<file path="src/rtl/linear_layer_start_fifo_srl.sv">
// Start-token FIFO built on a shift-register (SRL) store: writes shift in at
// position 0 and the oldest token is read from position count-1.

module linear_layer_start_fifo_srl_shiftreg #(
  parameter int DATA_WIDTH = 1,
  parameter int ADDR_WIDTH = 1,
  parameter int DEPTH      = 2
) (
  input  logic                  clk,
  input  logic                  ce,
  input  logic [DATA_WIDTH-1:0] data,
  input  logic [ADDR_WIDTH-1:0] addr,
  output logic [DATA_WIDTH-1:0] q
);

  // Storage is deliberately not reset; occupancy tracking makes stale data unreachable.
  logic [DATA_WIDTH-1:0] sr [DEPTH];

  always_ff @(posedge clk) begin
    if (ce) begin
      sr[0] <= data;
      for (int i = 1; i < DEPTH; i++) begin
        sr[i] <= sr[i-1];
      end
    end
  end

  always_comb begin
    q = '0;
    for (int i = 0; i < DEPTH; i++) begin
      if (addr == ADDR_WIDTH'(i)) begin
        q = sr[i];
      end
    end
  end

endmodule

module linear_layer_start_fifo_srl #(
  parameter int DATA_WIDTH = 1,
  parameter int ADDR_WIDTH = 1,
  parameter int DEPTH      = 2
) (
  input  logic                  clk,
  input  logic                  reset,
  input  logic                  if_write,
  input  logic                  if_write_ce,
  input  logic [DATA_WIDTH-1:0] if_din,
  output logic                  if_full_n,
  input  logic                  if_read,
  input  logic                  if_read_ce,
  output logic [DATA_WIDTH-1:0] if_dout,
  output logic                  if_empty_n,
  output logic [ADDR_WIDTH:0]   occupancy
);

  // Handshake: a token moves in only when if_write & if_write_ce & if_full_n are
  // all high at a rising edge, and moves out only when if_read & if_read_ce &
  // if_empty_n are all high. Both flags are registered, so a request never
  // combinationally affects the flag it is qualified by.
  localparam logic [ADDR_WIDTH:0] DEPTH_C = (ADDR_WIDTH+1)'(DEPTH);

  logic                  push;
  logic                  pop;
  logic [ADDR_WIDTH:0]   count;
  logic [ADDR_WIDTH:0]   count_next;
  logic [ADDR_WIDTH:0]   count_m1;
  logic [ADDR_WIDTH-1:0] addr;

  assign push = if_write & if_write_ce & if_full_n;
  assign pop  = if_read  & if_read_ce  & if_empty_n;

  always_comb begin
    count_next = count;
    if (push && !pop) begin
      count_next = count + 1'b1;
    end else if (pop && !push) begin
      count_next = count - 1'b1;
    end
  end

  always_ff @(posedge clk) begin
    if (reset) begin
      count      <= '0;
      if_full_n  <= 1'b1;
      if_empty_n <= 1'b0;
    end else begin
      count      <= count_next;
      if_full_n  <= (count_next != DEPTH_C);
      if_empty_n <= (count_next != '0);
    end
  end

  // The oldest token sits one below the fill level once anything is stored.
  assign count_m1  = count - 1'b1;
  assign addr      = (count != '0) ? count_m1[ADDR_WIDTH-1:0] : '0;
  assign occupancy = count;

  linear_layer_start_fifo_srl_shiftreg #(
    .DATA_WIDTH (DATA_WIDTH),
    .ADDR_WIDTH (ADDR_WIDTH),
    .DEPTH      (DEPTH)
  ) u_shiftreg (
    .clk  (clk),
    .ce   (push),
    .data (if_din),
    .addr (addr),
    .q    (if_dout)
  );

endmodule

</file>
<file path="config.mk">
export PLATFORM = sky130hd
export DESIGN_NAME = linear_layer_start_fifo_srl
export DESIGN_NICKNAME = d
export VERILOG_FILES = /design/src/rtl/linear_layer_start_fifo_srl.sv
export SDC_FILE = /design/constraint.sdc
export NUM_CORES = 1
export LEC_CHECK = 0
export BUFFER_PORTS_ARGS = -buffer_cell sky130_fd_sc_hd__buf_2
export CORE_AREA = 2 2 39 41
export CTS_CLUSTER_SIZE = 10
export DETAILED_ROUTE_END_ITERATION = 12
export DIE_AREA = 0 0 41 43
export SYNTH_ARGS = -nofsm -noshare
export SYNTH_HDL_FRONTEND = slang
export SYNTH_SLANG_ARGS = --single-unit
</file>
<file path="constraint.sdc">
create_clock -name clk -period 3.8 [get_ports clk]
set_clock_uncertainty 0.05 [all_clocks]
set_input_delay 0.19 -clock clk [delete_from_list [all_inputs] [get_ports clk]]
set_output_delay 0.19 -clock clk [all_outputs]
set_load 0.01 [all_outputs]
</file>
# After elaboration in Yosys (flattened, before gate mapping)

Memory sizes are Yosys's and may differ from the RTL's.
Cells that the tools add are included.

Divide/modulo/power cells: 0
$mul: 0
$add $sub $neg: 2
Reduce and logical (&&, ||, !) cells: 6
Bitwise operators: 4
Magnitude comparators: 0
Eq/ne operators: 1
Shifts and indexed selects: 0
Multiplexer cells: 6

Operators with widths:

| kind                | count |
|---|---|
| $and 1x1->1         | 4 |
| $mux 1              | 4 |
| $mux 2              | 2 |
| $reduce_bool 2->1   | 2 |
| $add 2x1->2 const B | 1 |
| $logic_and 1x1->1   | 2 |
| $logic_not 1->1     | 2 |
| $ne 2x2->1 const B  | 1 |
| $sub 2x1->2 const B | 1 |

Memories: 1
RAM bits: 2
Register bits: 4
Memory bits (read-only): 0
Latch bits: 0
Bits of input ports: 7

Memories:

| memory        | depth | width | read ports | clocked after memory_dff | write ports | RTL line | text |
|---|---|---|---|---|---|---|---|
| u_shiftreg.sr | 2     | 1     | 2          | 0                        | 2           | 17       | `logic [DATA_WIDTH-1:0] sr [DEPTH];` |

# Depth between registers and ports, before layout

Word-level depth: 7
Mapped depth: 5

# Cells and area by module

A second synthesis with hierarchy kept.

Cells, all modules: 30
Area total of the unflattened synthesis: 354.1 um^2

Modules (own cells, without submodules):

| module                               | instances | cells each | area an instance (um^2) |
|---|---|---|---|
| linear_layer_start_fifo_srl          | 1         | 27         | 279.0 |
| linear_layer_start_fifo_srl_shiftreg | 1         | 3          | 75.1 |

# Least setup slack after synthesis

No wires, ideal clock.

Path type: register to register
Start: register count[0] (netlist: occupancy[0])
End: register if_full_n
Stages on the path, launching flop included: 5
Slack: 2.164 ns
Library setup time: 0.120 ns
Clock period less this slack: 1.636 ns
Arrival: 1.466 ns
Cell sequence: dfxtp_1 > inv_1 > ha_1 > mux2_2 > a211o_1

Word-level cells in the longest chain between the ends: 4

RTL lines:

| element                  | RTL line | text |
|---|---|---|
| start: declaration       | 65       | `logic [ADDR_WIDTH:0] count;` |
| start signal: assignment | 88       | `count <= count_next;` |
| $sub 2x1->2              | n/a      |  |
| $mux 2                   | 77       | `end else if (pop && !push) begin` |
| $mux 2 (*)               | 75       | `if (push && !pop) begin` |
| $ne 2x2->1 (*)           | 89       | `if_full_n <= (count_next != DEPTH_C);` |
| end signal: assignment   | 89       |  |
| end: declaration         | 49       | `output logic if_full_n,` |

Mark *: on every way between the ends. The rest lies on a longest branch, timed or not.
A chain may end at the register's enable or synchronous reset.

# Final worst setup path

Ends and elaborated chain as after synthesis.

==> results.cfg <==
[worst_setup_path]
crit_type = flop to flop
slowest_delay_ps = 460
cp.required_ps = 3880
crit_fanout = 7
cp_num_buf_inv = 1
path_cells = inv_1, ha_1, mux2_2, a211o_1
worst_setup_path_end_kind = flop
crit_arrival_ps = 1780
crit_family = flip-flops
start_kind = flop
slowest_stage = dfxtp_1

[pwr]
p_per_area_nw_per_um2 = 666
peakVddDrop_mv = 0.111
finalPower_w = 0.000267
p_leak_nw = 0.174

[route]
drc = 0
wl_um = 601
num_vias = 256
post_drt_wl_per_cell_um = 10.4
drt_iter0_markers = 2
drtPass1Iterations = 4
avgViaCountPerCell = 4.41
drtAntennaViolNets = 0

[synthesis]
synth_seq_cells = 6
yosysTopAreaCellShare = 0.268
ys_warn_count = 0
syn_nets = 35
yosysSeqAreaShare = 0.469
yosys.cell_count.top_type = dfxtp_1
synth_top_flop_cell = dfxtp_1
synth_edf_count = 2
async_flop_share = 0
synth.distinct_cells = 17
synth_area_leader_cell = dfxtp_1
synth_area_um2 = 299
postSynthCellCount = 27
synthTopCellsByArea = dfxtp_1 (27%), edfxtp_1 (20%), mux2_2 (7.5%)
syn_area_per_cell_um2 = 11.1

[layout]
area_delta_synth_final_pct = 33.9
final_nets = 51
multiInputGateArea_um2 = 151
diodes = 0
drive_above_1_share = 0.429
fill_cells = 157
register_area_um2 = 140
final_design_area_no_fill_um2 = 400

[status]
status = finished, final reports clean

[die]
start_util = 0.216
die-area_um2 = 1760
rows = 14
num_io_pins = 12
die_w_um = 41
fp.dieH_um = 43
coreArea_um2 = 1380

[placed_design]
gp_congestion = 0.670
dpl.hpwl_um = 478
dpl-instance-area_um2 = 374
io_buffers = 11

[clock_network]
cts_buffers = 3
tritoncts = yes
cts.clk_slew.worst_paths_ps = 50
clockBufferDepth = 2
cts_root_buf = clkbuf_4
htree_levels = 1
postCtsSetupBuffers = 0
clock_sinks = 6
ctsHoldBuffers = 0
cts_resized = 0
clk_latency_ps = 240

[timing]
rsz0062_at_grt = no
slew_violations = 0
max_slew_margin = 0.826
fin_crit_ps = 1700
fin_crit_sh = 0.447
tightest_slew_ps = 260
finalSetupViolCount = 0
hold_viol = 0
fin_setup_tns_ps = 0
timing.fmax_mhz = 589

[global_routing]
grt_pass1_wl_um = 966
grt_max_degree = 8
antenna_found_initial = 0
grt_pass1_vias = 255
grt.overflow.total = 0
grt_usage = 0.0873

[min_path]
hold_path_class = input pin to flop

[flow_run]
cap_violations = 0
[state kept, by name (all words and copies together) (netlist names)]
name and flops:
if_empty_n 1, if_full_n 1, occupancy 2, u_shiftreg.sr 2
[metal layers]
layer  share of wire  global-route usage
met1            0.35              0.0804
met2            0.59               0.138
met3           0.040              0.0157
met4           0.017               0.100
met5               0                   0
[cells by family after synthesis]
family                     count (synthesis)  synth area share
DFF                                        6             0.469
muxes                                      3             0.109
and+or+nand+nor                            8             0.167
adders and majority gates                  1            0.0418
xor gates and xnor gates                   2            0.0586
buffers and inverters                      2            0.0251
AOI/OAI and AO/OA                          5             0.130
[where the power goes]
part           leakage (nW)  total [W]  internal [W]  switching [W]
combinational         0.107   0.000103     0.0000531      0.0000495
clock                0.0150  0.0000637     0.0000398      0.0000239
sequential           0.0518   0.000100     0.0000834      0.0000171
total                 0.174   0.000267      0.000176      0.0000905
[stage by stage]
step	hold slack, ps	cells	setup slack, ps	utilization
final	77.3	58	2100	0.289
after global routing	71.1	58	2010	0.289
after CTS	67.6	58	2090	0.289
after detailed placement	324	54	2110	0.270
after global placement	324	54	2140	0.270
after floorplan	212	27	2160	-
[layout by cell type (no fill, tap or decap)]
cell | netlist | routed
a211o_1 | 1 | 1
a211oi_1 | 2 | 2
a311oi_1 | 1 | 1
a31oi_1 | 1 | 1
and3_1 | 1 | 1
buf_2 | 0 | 11
clkbuf_1 | 0 | 1
clkbuf_4 | 0 | 3
dfxtp_1 | 4 | 4
edfxtp_1 | 2 | 2
ha_1 | 1 | 1
inv_1 | 2 | 2
mux2_2 | 2 | 2
mux2i_1 | 1 | 1
nand2_1 | 2 | 2
nand2b_4 | 1 | 1
nand3_2 | 1 | 1
nor2_1 | 2 | 2
nor3_1 | 1 | 1
xnor2_1 | 2 | 2
[final timing paths]
path | start | end | slack (ps) | cells after the start
setup reg to reg | occupancy[0]$_SDFF_PP0_ | if_full_n$_SDFF_PP1_ | 2100 | 4
setup / recovery | occupancy[0]$_SDFF_PP0_ | if_full_n$_SDFF_PP1_ | 2100 | 4
hold / removal | if_din | u_shiftreg.sr[0][0]$_DFFE_PP_ | 80 | 1
hold reg to reg | u_shiftreg.sr[0][0]$_DFFE_PP_ | u_shiftreg.sr[0][1]$_DFFE_PP_ | 400 | 0
[cell type report]
type | instances | share of cell area
Clock buffer | 4 | 0.0656
Inverter | 2 | 0.0188
Multi-Input combinational cell | 19 | 0.378
Sequential cell | 6 | 0.350
Tap cell | 16 | 0.0500
Timing Repair Buffer | 11 | 0.137
Note: power is estimated with default switching activity, not from simulation.
